File: src/rtl/wb_mem_arbiter_if.sv
// wb_mem_arbiter_if
// Bundles the three Wishbone classic buses around the memory arbiter:
//   iI_* / oI_*  instruction-fetch master (read-only)
//   iD_* / oD_*  data-memory master (read/write)
//   oS_* / iS_*  shared memory slave
//   oGntI/oGntD  registered grant status
// Modports:
//   slave  - the arbiter's view (it terminates both master buses)
//   master - the surrounding environment: both masters plus the memory slave
interface wb_mem_arbiter_if;
  logic        iI_cyc;
  logic        iI_stb;
  logic [31:0] iI_adr;
  logic [31:0] oI_dat;
  logic        oI_ack;
  logic        oI_err;

  logic        iD_cyc;
  logic        iD_stb;
  logic        iD_we;
  logic [3:0]  iD_sel;
  logic [31:0] iD_adr;
  logic [31:0] iD_dat;
  logic [31:0] oD_dat;
  logic        oD_ack;
  logic        oD_err;

  logic        oS_cyc;
  logic        oS_stb;
  logic        oS_we;
  logic [3:0]  oS_sel;
  logic [31:0] oS_adr;
  logic [31:0] oS_dat;
  logic [31:0] iS_dat;
  logic        iS_ack;
  logic        iS_err;

  logic        oGntI;
  logic        oGntD;

  modport slave (
    input  iI_cyc, iI_stb, iI_adr,
    output oI_dat, oI_ack, oI_err,
    input  iD_cyc, iD_stb, iD_we, iD_sel, iD_adr, iD_dat,
    output oD_dat, oD_ack, oD_err,
    output oS_cyc, oS_stb, oS_we, oS_sel, oS_adr, oS_dat,
    input  iS_dat, iS_ack, iS_err,
    output oGntI, oGntD
  );

  modport master (
    output iI_cyc, iI_stb, iI_adr,
    input  oI_dat, oI_ack, oI_err,
    output iD_cyc, iD_stb, iD_we, iD_sel, iD_adr, iD_dat,
    input  oD_dat, oD_ack, oD_err,
    input  oS_cyc, oS_stb, oS_we, oS_sel, oS_adr, oS_dat,
    output iS_dat, iS_ack, iS_err,
    input  oGntI, oGntD
  );
endinterface

File: src/rtl/wb_mem_arbiter.sv
// wb_mem_arbiter
// Two-master / one-slave Wishbone classic arbiter sharing the unified memory
// between the fetch port (read-only) and the data port (read/write). Data has
// priority; after STARVE_LIMIT consecutive data grants taken while fetch was
// waiting, fetch is granted next. Every transfer is followed by one IDLE cycle.
// Ports:
//   iClk  - clock, rising edge
//   nRst  - asynchronous active-low reset
//   bus   - wb_mem_arbiter_if.slave: fetch master, data master, memory slave
//           and the registered grant flags oGntI/oGntD
// Parameters:
//   STARVE_LIMIT - data grants allowed while fetch waits (1..15)
//   TIMEOUT      - watchdog limit in granted cycles (1..65535)
// Optional feature: define WB_ARB_TIMEOUT_EN to add a watchdog that aborts a
// granted cycle with an err pulse after TIMEOUT cycles without ack/err.
module wb_mem_arbiter #(
  parameter int STARVE_LIMIT = 4,
  parameter int TIMEOUT      = 255
) (
  input logic             iClk,
  input logic             nRst,
  wb_mem_arbiter_if.slave bus
);

  typedef enum logic [1:0] {
    IDLE  = 2'd0,
    GNT_I = 2'd1,
    GNT_D = 2'd2
  } state_t;

  localparam logic [3:0] STARVE_MAX = 4'(STARVE_LIMIT);

  if (STARVE_LIMIT < 1 || STARVE_LIMIT > 15 || TIMEOUT < 1 || TIMEOUT > 65535) begin : g_param_check
    $error("wb_mem_arbiter: STARVE_LIMIT or TIMEOUT out of range");
  end

  state_t     state;
  state_t     state_nxt;
  logic [3:0] starve_cnt;
  logic [3:0] starve_cnt_nxt;
  logic       req_i;
  logic       req_d;
  logic       term;
  logic       timeout_hit;

  assign req_i = bus.iI_cyc & bus.iI_stb;
  assign req_d = bus.iD_cyc & bus.iD_stb;
  assign term  = bus.iS_ack | bus.iS_err;

`ifdef WB_ARB_TIMEOUT_EN
  localparam logic [15:0] WDOG_LAST = 16'(TIMEOUT - 1);
  logic [15:0] wdog;

  // Held at zero while idle so each grant starts counting from zero; the
  // compare against TIMEOUT-1 fires in the TIMEOUT-th silent granted cycle.
  always_ff @(posedge iClk or negedge nRst) begin
    if (!nRst) begin
      wdog <= '0;
    end else if (state == IDLE) begin
      wdog <= '0;
    end else if (!term) begin
      wdog <= wdog + 16'd1;
    end
  end

  assign timeout_hit = (state != IDLE) && !term && (wdog == WDOG_LAST);
`else
  assign timeout_hit = 1'b0;
`endif

  always_ff @(posedge iClk or negedge nRst) begin
    if (!nRst) begin
      state      <= IDLE;
      starve_cnt <= '0;
    end else begin
      state      <= state_nxt;
      starve_cnt <= starve_cnt_nxt;
    end
  end

  always_comb begin
    state_nxt = state;
    case (state)
      IDLE: begin
        if (req_d && !(req_i && (starve_cnt == STARVE_MAX))) begin
          state_nxt = GNT_D;
        end else if (req_i) begin
          state_nxt = GNT_I;
        end
      end
      GNT_I: if (!bus.iI_cyc || term || timeout_hit) state_nxt = IDLE;
      GNT_D: if (!bus.iD_cyc || term || timeout_hit) state_nxt = IDLE;
      default: state_nxt = IDLE;
    endcase
  end

  // Counts data grants taken over a waiting fetch; any cycle without a fetch
  // request wipes the history, so only an unbroken wait accumulates.
  always_comb begin
    starve_cnt_nxt = starve_cnt;
    if (!req_i || (state == IDLE && state_nxt == GNT_I)) begin
      starve_cnt_nxt = '0;
    end else if (state == IDLE && state_nxt == GNT_D && starve_cnt != STARVE_MAX) begin
      starve_cnt_nxt = starve_cnt + 4'd1;
    end
  end

  // Slave side follows the granted master combinationally so a master abort
  // (cyc low) reaches the slave in the same cycle. Responses are qualified by
  // the master's own cyc, which discards acks arriving after an abort; err
  // wins over a simultaneous ack.
  always_comb begin
    bus.oS_cyc = 1'b0;
    bus.oS_stb = 1'b0;
    bus.oS_we  = 1'b0;
    bus.oS_sel = 4'h0;
    bus.oS_adr = '0;
    bus.oS_dat = '0;
    bus.oI_ack = 1'b0;
    bus.oI_err = 1'b0;
    bus.oD_ack = 1'b0;
    bus.oD_err = 1'b0;
    case (state)
      GNT_I: begin
        bus.oS_cyc = bus.iI_cyc & ~timeout_hit;
        bus.oS_stb = bus.iI_stb & ~timeout_hit;
        bus.oS_sel = 4'hF;
        bus.oS_adr = bus.iI_adr;
        bus.oI_ack = bus.iS_ack & ~bus.iS_err & bus.iI_cyc;
        bus.oI_err = (bus.iS_err | timeout_hit) & bus.iI_cyc;
      end
      GNT_D: begin
        bus.oS_cyc = bus.iD_cyc & ~timeout_hit;
        bus.oS_stb = bus.iD_stb & ~timeout_hit;
        bus.oS_we  = bus.iD_we;
        bus.oS_sel = bus.iD_sel;
        bus.oS_adr = bus.iD_adr;
        bus.oS_dat = bus.iD_dat;
        bus.oD_ack = bus.iS_ack & ~bus.iS_err & bus.iD_cyc;
        bus.oD_err = (bus.iS_err | timeout_hit) & bus.iD_cyc;
      end
      default: ;
    endcase
  end

  assign bus.oI_dat = bus.iS_dat;
  assign bus.oD_dat = bus.iS_dat;
  assign bus.oGntI  = (state == GNT_I);
  assign bus.oGntD  = (state == GNT_D);

endmodule

File: src/flat_wrapper.sv
// flat-port wrapper written by rule: the top's interface ports become plain ports
module wb_mem_arbiter_flat 
#(
  parameter int STARVE_LIMIT = 4,
  parameter int TIMEOUT      = 255
)
  (iClk, nRst, bus_iI_cyc, bus_iI_stb, bus_iI_adr, bus_oI_dat, bus_oI_ack, bus_oI_err, bus_iD_cyc, bus_iD_stb, bus_iD_we, bus_iD_sel, bus_iD_adr, bus_iD_dat, bus_oD_dat, bus_oD_ack, bus_oD_err, bus_oS_cyc, bus_oS_stb, bus_oS_we, bus_oS_sel, bus_oS_adr, bus_oS_dat, bus_iS_dat, bus_iS_ack, bus_iS_err, bus_oGntI, bus_oGntD);
  wb_mem_arbiter_if bus_i ();
  input logic iClk;
  input logic nRst;
  input wire logic [$bits(bus_i.iI_cyc)-1:0] bus_iI_cyc;
  input wire logic [$bits(bus_i.iI_stb)-1:0] bus_iI_stb;
  input wire logic [$bits(bus_i.iI_adr)-1:0] bus_iI_adr;
  output wire logic [$bits(bus_i.oI_dat)-1:0] bus_oI_dat;
  output wire logic [$bits(bus_i.oI_ack)-1:0] bus_oI_ack;
  output wire logic [$bits(bus_i.oI_err)-1:0] bus_oI_err;
  input wire logic [$bits(bus_i.iD_cyc)-1:0] bus_iD_cyc;
  input wire logic [$bits(bus_i.iD_stb)-1:0] bus_iD_stb;
  input wire logic [$bits(bus_i.iD_we)-1:0] bus_iD_we;
  input wire logic [$bits(bus_i.iD_sel)-1:0] bus_iD_sel;
  input wire logic [$bits(bus_i.iD_adr)-1:0] bus_iD_adr;
  input wire logic [$bits(bus_i.iD_dat)-1:0] bus_iD_dat;
  output wire logic [$bits(bus_i.oD_dat)-1:0] bus_oD_dat;
  output wire logic [$bits(bus_i.oD_ack)-1:0] bus_oD_ack;
  output wire logic [$bits(bus_i.oD_err)-1:0] bus_oD_err;
  output wire logic [$bits(bus_i.oS_cyc)-1:0] bus_oS_cyc;
  output wire logic [$bits(bus_i.oS_stb)-1:0] bus_oS_stb;
  output wire logic [$bits(bus_i.oS_we)-1:0] bus_oS_we;
  output wire logic [$bits(bus_i.oS_sel)-1:0] bus_oS_sel;
  output wire logic [$bits(bus_i.oS_adr)-1:0] bus_oS_adr;
  output wire logic [$bits(bus_i.oS_dat)-1:0] bus_oS_dat;
  input wire logic [$bits(bus_i.iS_dat)-1:0] bus_iS_dat;
  input wire logic [$bits(bus_i.iS_ack)-1:0] bus_iS_ack;
  input wire logic [$bits(bus_i.iS_err)-1:0] bus_iS_err;
  output wire logic [$bits(bus_i.oGntI)-1:0] bus_oGntI;
  output wire logic [$bits(bus_i.oGntD)-1:0] bus_oGntD;
  assign bus_i.iI_cyc = bus_iI_cyc;
  assign bus_i.iI_stb = bus_iI_stb;
  assign bus_i.iI_adr = bus_iI_adr;
  assign bus_oI_dat = bus_i.oI_dat;
  assign bus_oI_ack = bus_i.oI_ack;
  assign bus_oI_err = bus_i.oI_err;
  assign bus_i.iD_cyc = bus_iD_cyc;
  assign bus_i.iD_stb = bus_iD_stb;
  assign bus_i.iD_we = bus_iD_we;
  assign bus_i.iD_sel = bus_iD_sel;
  assign bus_i.iD_adr = bus_iD_adr;
  assign bus_i.iD_dat = bus_iD_dat;
  assign bus_oD_dat = bus_i.oD_dat;
  assign bus_oD_ack = bus_i.oD_ack;
  assign bus_oD_err = bus_i.oD_err;
  assign bus_oS_cyc = bus_i.oS_cyc;
  assign bus_oS_stb = bus_i.oS_stb;
  assign bus_oS_we = bus_i.oS_we;
  assign bus_oS_sel = bus_i.oS_sel;
  assign bus_oS_adr = bus_i.oS_adr;
  assign bus_oS_dat = bus_i.oS_dat;
  assign bus_i.iS_dat = bus_iS_dat;
  assign bus_i.iS_ack = bus_iS_ack;
  assign bus_i.iS_err = bus_iS_err;
  assign bus_oGntI = bus_i.oGntI;
  assign bus_oGntD = bus_i.oGntD;
  wb_mem_arbiter #(.STARVE_LIMIT(STARVE_LIMIT), .TIMEOUT(TIMEOUT)) u_core (.iClk(iClk), .nRst(nRst), .bus(bus_i));
endmodule
File: config.mk
export PLATFORM = sky130hd
export DESIGN_NAME = wb_mem_arbiter_flat
export DESIGN_NICKNAME = d
export VERILOG_FILES = /design/src/rtl/wb_mem_arbiter_if.sv /design/src/rtl/wb_mem_arbiter.sv /design/src/flat_wrapper.sv
export SDC_FILE = /design/constraint.sdc
export NUM_CORES = 1
export LEC_CHECK = 0
export CELL_PAD_IN_SITES_DETAIL_PLACEMENT = 2
export CELL_PAD_IN_SITES_GLOBAL_PLACEMENT = 2
export CORE_ASPECT_RATIO = 1.2
export CORE_MARGIN = 2
export CORE_UTILIZATION = 10
export CTS_CLUSTER_SIZE = 10
export DETAILED_ROUTE_END_ITERATION = 12
export PLACE_DENSITY = 0.86
export SYNTH_ARGS = -nofsm -noshare
export SYNTH_HDL_FRONTEND = slang
export SYNTH_SLANG_ARGS = --single-unit
File: constraint.sdc
create_clock -name iClk -period 3.75 [get_ports iClk]
set_clock_uncertainty 0.1 [all_clocks]
set_input_delay 0.75 -clock iClk [delete_from_list [all_inputs] [get_ports iClk]]
set_output_delay 0.75 -clock iClk [all_outputs]
set_load 0.02 [all_outputs]
==> results.txt <==
----------------------------------------------------
[Min path]
  Worst min-delay path category ... reg2reg

[Layout]
  Synth-to-Final Area Change ... 97.2%
  Number of nets in the layout ... 505
  Filler cell count in the final layout ... 2016
  Share of layout cells above drive strength 1 ... 1.97%
  Area taken by flip-flops and latches ... 150 µm²
  Area of the multi-input gates ... 1040 µm²
  Inserted Diodes ... 0

[GRT]
  Antenna violations before repair ... 0
  Via count of the first global-routing pass ... 2404
  Largest net degree at the start of global routing ... 74
  Global-route wire length before repair ... 13300 µm
  Overflow left after global routing ... 0
  Gr usage total ... 9.00%

[CTS]
  H-Tree Level Count ... 1
  Clock tree from TritonCTS ... done
  Count of hold buffers inserted by post-cts repair ... 0
  Root Buffer ... sky130_fd_sc_hd__clkbuf_16
  Maximum clock insertion buffer count ... 2
  Resized cells post-CTS ... 0
  Cts bufs inserted ... 3
  Clock net sink count ... 6
  Insertion delay to the later sink of the worst-skew pair ... 0.23 ns
  Clock transition time at the flip-flop clock pins of the worst setup and hold paths ... 0.03 ns
  Post-CTS Setup Repair Bufs ... 0

[Drt]
  Starting DRC count in detailed routing ... 56
  Met3 wire len ... 615 µm
  Antenna violation net count after detailed routing ... 0
  DRT met1 WL ... 2840 µm
  Remaining DRCs ... 0
  Avg Vias per Cell ... 3.66
  Total vias in the final route ... 2107
  Metal2 WL ... 5120 µm
  Highest metal layer with signal wires ... met4
  Detail-routed net length per standard cell ... 15.4 µm
  Total Wirelength ... 8890 µm
  Total iterations of the first detailed-routing run ... 4

[Synthesis]
  Synth Instances ... 245
  Share of synthesized area occupied by flip-flops and latches ... 8.57%
  Post-synthesis area per instance ... 7.15 µm²
  Synthesized netlist net count ... 392
  Library cells used by synthesis ... 25
  Register bit total from synthesis ... 6
  Largest cells by area after synthesis ... sky130_fd_sc_hd__buf_4 (27%), sky130_fd_sc_hd__a22oi_1 (14%), sky130_fd_sc_hd__nor2b_1 (14%), sky130_fd_sc_hd__and2_1 (13%), sky130_fd_sc_hd__dfrtp_1 (8.6%)
  Number of warnings printed during yosys synthesis ... 0
  Fraction of synthesized cell area taken by the top area cell type ... 27.4%
  Cell type with the largest total area after synthesis ... sky130_fd_sc_hd__buf_4
  Area of the mapped netlist ... 1750 µm²

[Worst setup path]
  Depth of the worst register-to-register path ... 8
  Data required time of the critical path ... 2.90 ns
  Startpoint Class ... input pin
  Worst setup startpoint ... bus_iD_cyc
  Worst Path Arrival ... 2.35 ns
  Worst flop-to-flop path startpoint ... u_core.state[1]
  R2R Path End ... u_core.starve_cnt[3]
  Critical path endpoint ... bus_oS_cyc
  Worst Path Max Fanout ... 7
  Register-to-register setup slack ... 0.99 ns
  Class of the most critical setup path ... in2out
  Crit end category ... primary output

[Pwr]
  Peak VDD IR ... 0.000192 V
  Power per cell area ... 618 nW/µm²
  Switching share of power ... 48.2%
  Part of the total power dissipated in sequential elements ... 4.5%
  Internal portion of total power ... 1110 µW
  LEAKAGE ... 0.00116 µW
  Total net switching power ... 1030 µW
  Combinational cell fraction of total power ... 87.3%
  Portion of total power attributed to the clock network ... 8.2%

[Place]
  Estimated wirelength of the detail-placed design ... 7340 µm
  Port bufs ... 185
  Final Wtd Congestion ... 0.755

[Die]
  Boundary pin count ... 282
  Full die area ... 18600 µm²
  Area inside the core boundary ... 17400 µm²
  Standard-cell row count ... 53
  Die Span Y ... 149 µm
  Starting utilization of the core area ... 10.1%
  Width of the chip ... 125 µm

[Timing]
  Highest attainable clock frequency ... 0.313 GHz
  Total count of hold-check failures in the final report ... 0
  Setup_tns ... 0 ns
  Max Slew Vio Count ... 0
  Tcrit/Tclk final ... 85.3%
  Worst hold margin ... 0.477 ns
  RSZ-0062 raised after global routing ... false
  Least-Margin Pin Slew ... 0.350 ns
  Setup violations, final ... 0
  Worst rel slew slack ... 76.5%
  Minimum period implied by the final worst setup slack ... 3.20 ns

[Run status]
  Run status ... finished clean

[Job]
  Max-cap check violation count ... 0

----------------------------------------------------
-- cells in the mapped netlist --
cell                        count
sky130_fd_sc_hd__clkbuf_1      15
sky130_fd_sc_hd__a22oi_1       33
sky130_fd_sc_hd__a22o_1         1
sky130_fd_sc_hd__o21ai_0        2
sky130_fd_sc_hd__o31ai_1        2
sky130_fd_sc_hd__a31oi_1        2
sky130_fd_sc_hd__nand3_1        8
sky130_fd_sc_hd__dfrtp_1        6
sky130_fd_sc_hd__and3_1         2
sky130_fd_sc_hd__inv_1          5
sky130_fd_sc_hd__a311o_1        1
sky130_fd_sc_hd__a311oi_1       1
sky130_fd_sc_hd__a21oi_1        8
sky130_fd_sc_hd__and2_1        36
sky130_fd_sc_hd__buf_4         64
sky130_fd_sc_hd__nor2b_1       38
sky130_fd_sc_hd__and4b_1        2
sky130_fd_sc_hd__or4_1          2
sky130_fd_sc_hd__buf_6          1
sky130_fd_sc_hd__nand3b_1       1
sky130_fd_sc_hd__o2111ai_1      2
sky130_fd_sc_hd__a32o_1         1
sky130_fd_sc_hd__ha_1           6
sky130_fd_sc_hd__nor2_1         3
sky130_fd_sc_hd__nand2_1        3
-- state kept, by name, indices dropped and copies added, names as in the netlist --
signal	cells
u_core.starve_cnt	4
u_core.state	2
-- metrics by stage --
| stage | worst slack [ns] | utilization, % | instance area (µm²) | power, µW | std cells |
|---|---|---|---|---|---|
| detailed placement | 0.541 | 19.5 | 3380 | 2010 | 573 |
| CTS | 0.539 | 19.9 | 3460 | 2190 | 576 |
| finish | 0.552 | 19.9 | 3460 | 2140 | 576 |
| global placement | 0.598 | 19.5 | 3380 | 1930 | 573 |
| floorplan | 1.09 | - | 1750 | 1230 | 245 |
| global route | 0.469 | 19.9 | 3460 | 2300 | 576 |
-- routing by layer --
metal,global-route usage [%],up-vias
li1,-,995
met1,8.47,992
met2,18.4,91
met3,1.72,29
met4,4.44,0
met5,0,-
-- layout by cell type, fill, tap and decap left out, drive strengths merged --
cell,count
and2,36
a311oi,1
a31oi,2
a311o,1
and4b,2
o2111ai,2
nand2,3
nor2b,38
dfrtp,6
a22o,1
nor2,3
a22oi,33
clkdlybuf4s50,185
o21ai,2
inv,5
or4,2
o31ai,2
a21oi,8
and3,2
a32o,1
ha,6
nand3b,1
buf,3
clkbuf,3
nand3,8
-- power groups by stage --
stage	logic, µW	registers, µW	clock network, µW
3_5_place_dp	1910	97.0	0
2_1_floorplan	1140	90.7	0
5_1_grt	2010	99.4	185
6_report	1860	96.3	176
3_3_place_gp	1830	94.9	0
4_1_cts	1910	95.9	180
-- cells by family after synthesis --
family / count (synthesis) / share of synthesized area [%]
and+or+nand+nor: 95 / 33.1
DFF: 6 / 8.57
buffers and inverters: 85 / 32.3
adders and majority gates: 6 / 4.28
AOI/OAI and AO/OA: 53 / 21.7
-- worst max-delay path: stages --
cell and delay (ns):
sky130_fd_sc_hd__clkdlybuf4s50_1 0.62, sky130_fd_sc_hd__a22o_1 0.23, sky130_fd_sc_hd__and2_1 0.15, sky130_fd_sc_hd__clkdlybuf4s50_1 0.61
-- area by class of cell --
cell class / count / share of cell area [%]
inverter: 5 / 0.543
sequential: 6 / 4.34
clock buffer: 3 / 2.17
tap: 220 / 7.96
timing repair buffer: 188 / 54.9
multi-input combinational: 154 / 30.0
-- worst min-delay path by stage --
stage	start	endpoint	slack (ns)	cells after the start
floorplan	nRst	u_core.starve_cnt[0]	0.35	0
global placement	u_core.starve_cnt[3]	u_core.starve_cnt[3]	0.43	2
detailed placement	u_core.starve_cnt[3]	u_core.starve_cnt[3]	0.48	2
CTS	u_core.starve_cnt[3]	u_core.starve_cnt[3]	0.48	2
global route	u_core.starve_cnt[3]	u_core.starve_cnt[3]	0.51	2
finish	u_core.starve_cnt[3]	u_core.starve_cnt[3]	0.48	2
Note: power is estimated with default switching activity, not from simulation.
==> patch 1 (config.mk and constraints unchanged) <==
The 3 states of `state_t` get a one-hot encoding in 3 bits.
--- a/src/rtl/wb_mem_arbiter.sv
+++ b/src/rtl/wb_mem_arbiter.sv
@@ -22,10 +22,10 @@
   wb_mem_arbiter_if.slave bus
 );
 
-  typedef enum logic [1:0] {
-    IDLE  = 2'd0,
-    GNT_I = 2'd1,
-    GNT_D = 2'd2
+  typedef enum logic [2:0] {
+    IDLE  = 3'b001,
+    GNT_I = 3'b010,
+    GNT_D = 3'b100
   } state_t;
 
   localparam logic [3:0] STARVE_MAX = 4'(STARVE_LIMIT);
Formal check against the unedited RTL: no difference found for any inputs over 10 cycles, from zero or initial values and one cycle with nRst low; not proved beyond that.
==> patch 1 against the unedited design <==
Critical path depth stayed put; routed wire length is 4.5% lower; cell area is 5.9% lower; utilization is 1.7 points higher; setup slack better by 1.2 ps; synthesized area is 11% lower; sequential cell count is 1 higher; synthesized cell count is 17% lower; global-route usage is 0.55 points higher; via count is 12% lower; critical path type is now flip-flop to output port; highest routed layer unchanged.
Power is not compared: it rests on default switching activity, and its combinational part moved more than twofold at a synthesized area within 25%.
==> patch 1: results (changes against the unedited design) <==
result of the run finished, final reports clean; sequential share of the synthesized area 0.1133 (+0.02769); NonClk Buf Share 0.5815 (+0.03214); First DRT Iteration DRCs 23 (-59%); Place WS 530.8 ps (-10.37 ps); post-layout min period 3196 ps (-1.192 ps); crit-path max cell delay 680 ps (+60 ps); dpl cell area 3173 um2 (-6.2%); synth top area cells buf_4, a22o_1, and2_1; first-pass GRT wire length 12.11 mm (-9.0%); most frequent cells after synthesis buf_4, and2_1, a22o_1; syn avg cell area 7.667 um2 (+7.2%); Hold WS 489.2 ps (+12.38 ps); Critical R2R Launch u_core.state[0]$_DFF_PN1_; GPL Wtd Cong 0.7641 (+1.2%); Slew headroom 0.5784 (-0.1867); register-to-register setup slack 1970 ps (+980 ps); Non-CTS buffers 187 (-0.53%); WS Path Type flip-flop to output port; fraction of area in multi-input gates 0.2577 (-0.04271); Register Area 176.4 um2 (+17%); Via density 3.571 (-2.4%); syn_nets 346 (-12%); invs w/o clock 3 (-2); post-synth cell types 32 (+28%); sink of the worst hold path u_core.starve_cnt[0]$_DFFE_PN0P_; per-cell routed wire length 16.32 um (+5.8%); Final nets 460 (-8.9%); worst reg2reg path depth 3 (-5); Inst Count DP 516 (-9.9%); Hold Crit Start u_core.starve_cnt[0]$_DFFE_PN0P_; fraction of layout cells with a size suffix above 1 0.03481 (+0.01515); multi-input gate count 115 (-25%); CP startpoint u_core.state[1]$_DFF_PN0_; Critical path destination bus_oS_adr[3]; vias in the first global route 2117 (-12%); pin count of the biggest net entering global routing 76 (+2.7%); worst r2r dst u_core.state[2]$_DFF_PN0_
==> patch 1: routing by layer <==
metal,track usage,up-vias,part of all wire
li1,-,867,-
met1,0.08825,875,0.32
met2,0.1900,84,0.56
met3,0.04086,31,0.091
met4,0.02410,0,0.024
met5,0,-,0
==> patch 1: worst register-to-register path, delay by kind of cell (launching register included) <==
kind               cells  cell delay [ps]
DFF                    1              580
and+or+nand+nor        1              560
AOI/OAI and AO/OA      2              440
==> patch 1: cells by family (layout without fill, tap and decap cells) <==
family | Yosys count | after routing | share of synthesized area
buffers and inverters | 81 | 194 | 0.3553
AND/OR/NAND/NOR | 64 | 64 | 0.2500
AO/OA/AOI/OAI | 48 | 48 | 0.2597
flip-flops | 7 | 7 | 0.1133
adder cells (fa/ha/maj) | 2 | 2 | 0.01607
XOR/XNOR | 1 | 1 | 0.005628
==> patch 2 (config.mk and constraints unchanged) <==
Made on the original files. The option `WB_ARB_TIMEOUT_EN` is turned on by a define.
--- a/src/rtl/wb_mem_arbiter.sv
+++ b/src/rtl/wb_mem_arbiter.sv
@@ -13,6 +13,8 @@
 //   TIMEOUT      - watchdog limit in granted cycles (1..65535)
 // Optional feature: define WB_ARB_TIMEOUT_EN to add a watchdog that aborts a
 // granted cycle with an err pulse after TIMEOUT cycles without ack/err.
+`define WB_ARB_TIMEOUT_EN
+
 module wb_mem_arbiter #(
   parameter int STARVE_LIMIT = 4,
   parameter int TIMEOUT      = 255
Formal check against the unedited RTL: no difference found for any inputs over 10 cycles, from zero or initial values and one cycle with nRst low; that may be too few to reach the edited logic, so the function may still have changed.
==> patch 2 against the unedited design <==
Via count grew 33%; sequential cell count grew 16; combinational power grew 14%; total power grew 27%; cell area grew 33%; clock power grew 71%; fmax shrank 12%; sequential power grew to 2.9 times the old value; setup slack lost 420 ps; non-clock buffer count grew 5; routed wire length grew 75%; global-route usage grew 2.0 points; synthesized area grew 50%.
==> patch 2: results (changes against the unedited design) <==
result of the run finished, final reports clean; worst reg2reg path depth 8 (unchanged); vias in the first global route 3148 (+31%); syn_nets 479 (+22%); Max FO, Critical Path 4 (-3); 1st-pass router iterations 4 (unchanged); CP startpoint bus_iS_ack; Critical R2R Launch u_core.state[1]$_DFF_PN0_; post-synth cell types 44 (+76%); Post-Syn Area 2623 um2 (+50%); initial antenna violation count 2 (+2); hold buffers post-CTS 0 (unchanged); register-to-register setup slack 1190 ps (+200 ps); Final nets 595 (+18%); HP Class flip-flop to flip-flop; First DRT Iteration DRCs 119 (+110%); Detailed Place HPWL 12.97 mm (+77%); GPL Wtd Cong 0.7815 (+3.5%); Slew @ Worst Pin 1069 ps (+719.0 ps); worst r2r dst u_core.starve_cnt[3]$_DFFE_PN0P_; sequential share of the synthesized area 0.2099 (+0.1243); Place WS 145.7 ps (-395.5 ps); Post-Route WL 15.52 mm (+75%); top flop regs u_core.wdog (16), u_core.starve_cnt (4), u_core.state (2); post-layout min period 3618 ps (+420.3 ps); CTS Buffer Depth 2 (unchanged); maximum vdd drop 258.7 uV (+35%); CTS clock-pin slew for the worst setup and hold paths 60 ps (+30 ps); GRT Overall Usage 0.1102 (+0.02026); Buffers on Ports 185 (unchanged); fraction of layout cells with a size suffix above 1 0.08315 (+0.06348); clk root buf clkbuf_16; switching share of power 0.4726 (-0.009283); first-pass GRT wire length 22.54 mm (+69%); via count 2800 (+33%); most frequent cells after synthesis buf_4, nor2b_1, and2_1; Static Leak 1.596 nW (+38%); final hold violation count 0 (unchanged); clk_lat worst skew 260 ps (+30 ps); pin count of the biggest net entering global routing 71 (-4.1%); synth top area cells dfrtp_1, buf_4, a22oi_1; Ys Warns 0 (unchanged); H-tree depth 1 (unchanged); Arr. time, crit path 2770 ps (+420 ps)
## patch 2: cell count changes after synthesis, moves of 5 or more
cell,delta
nand2_1,+6
xor2_1,+9
nor2_1,+24
dfrtp_1,+16
or3_1,+5
## patch 2: critical path, cell delays in order
cell and delay, ps:
clkdlybuf4s50_1 530, and4bb_1 270, nand4_2 180, o21ai_0 100, buf_4 170, a21oi_1 130, clkdlybuf4s50_1 630
## patch 2: through the flow
stage | cells | cell area [um2] | hold slack, ps
global placement | 771 | 4486 | 438.2
CTS | 775 | 4591 | 475.8
floorplan | 330 | 2623 | 354.4
detailed placement | 771 | 4486 | 466.5
finish | 776 | 4593 | 469.7
global route | 775 | 4591 | 512.6
## patch 2: how the worst min path moves through the flow
stage / start / end / slack (ps) / cells after the start
after floorplan: nRst / u_core.starve_cnt[0]$_DFFE_PN0P_ / 350 / 0
after detailed placement: u_core.wdog[15]$_DFFE_PN0P_ / u_core.wdog[15]$_DFFE_PN0P_ / 470 / 2
final: u_core.wdog[15]$_DFFE_PN0P_ / u_core.wdog[15]$_DFFE_PN0P_ / 470 / 2
after CTS: u_core.wdog[15]$_DFFE_PN0P_ / u_core.wdog[15]$_DFFE_PN0P_ / 480 / 2
after global placement: u_core.wdog[15]$_DFFE_PN0P_ / u_core.wdog[15]$_DFFE_PN0P_ / 440 / 2
after global routing: u_core.wdog[15]$_DFFE_PN0P_ / u_core.wdog[15]$_DFFE_PN0P_ / 510 / 2
## patch 2: cell families after synthesis
logic type                 synth area share
buffers and inverters                0.2238
DFF                                  0.2099
adders and majority gates           0.03817
muxes                              0.007634
AOI/OAI and AO/OA                    0.1746
and+or+nand+nor                      0.3025
xor gates and xnor gates            0.04342
## patch 2: layout make-up
class / instances / area (um2)
fill: 2984 / 21030
timing repair buffer: 193 / 2004
multi-input combinational: 218 / 1488
sequential: 22 / 550.5
tap: 330 / 412.9
clock buffer: 3 / 75.07
clock inverter: 1 / 30.03
inverter: 8 / 30.03
antenna: 1 / 2.502
## patch 2: layer usage
layer  part of all wire  wire length [um]  track usage
met1               0.42              6533       0.1361
met2               0.44              6775       0.1686
met3               0.12              1917      0.05990
met4              0.018               275      0.02467
met5            0.00084                13            0
## patch 2: power by group through the flow
| stage | Sequential (mW) | Combinational [mW] | Clock (mW) |
|---|---|---|---|
| 6_report | 0.281 | 2.12 | 0.301 |
| 5_1_grt | 0.284 | 2.32 | 0.318 |
| 4_1_cts | 0.281 | 2.20 | 0.311 |
| 3_5_place_dp | 0.286 | 2.19 | 0 |
| 3_3_place_gp | 0.284 | 2.14 | 0 |
| 2_1_floorplan | 0.279 | 1.19 | 0 |
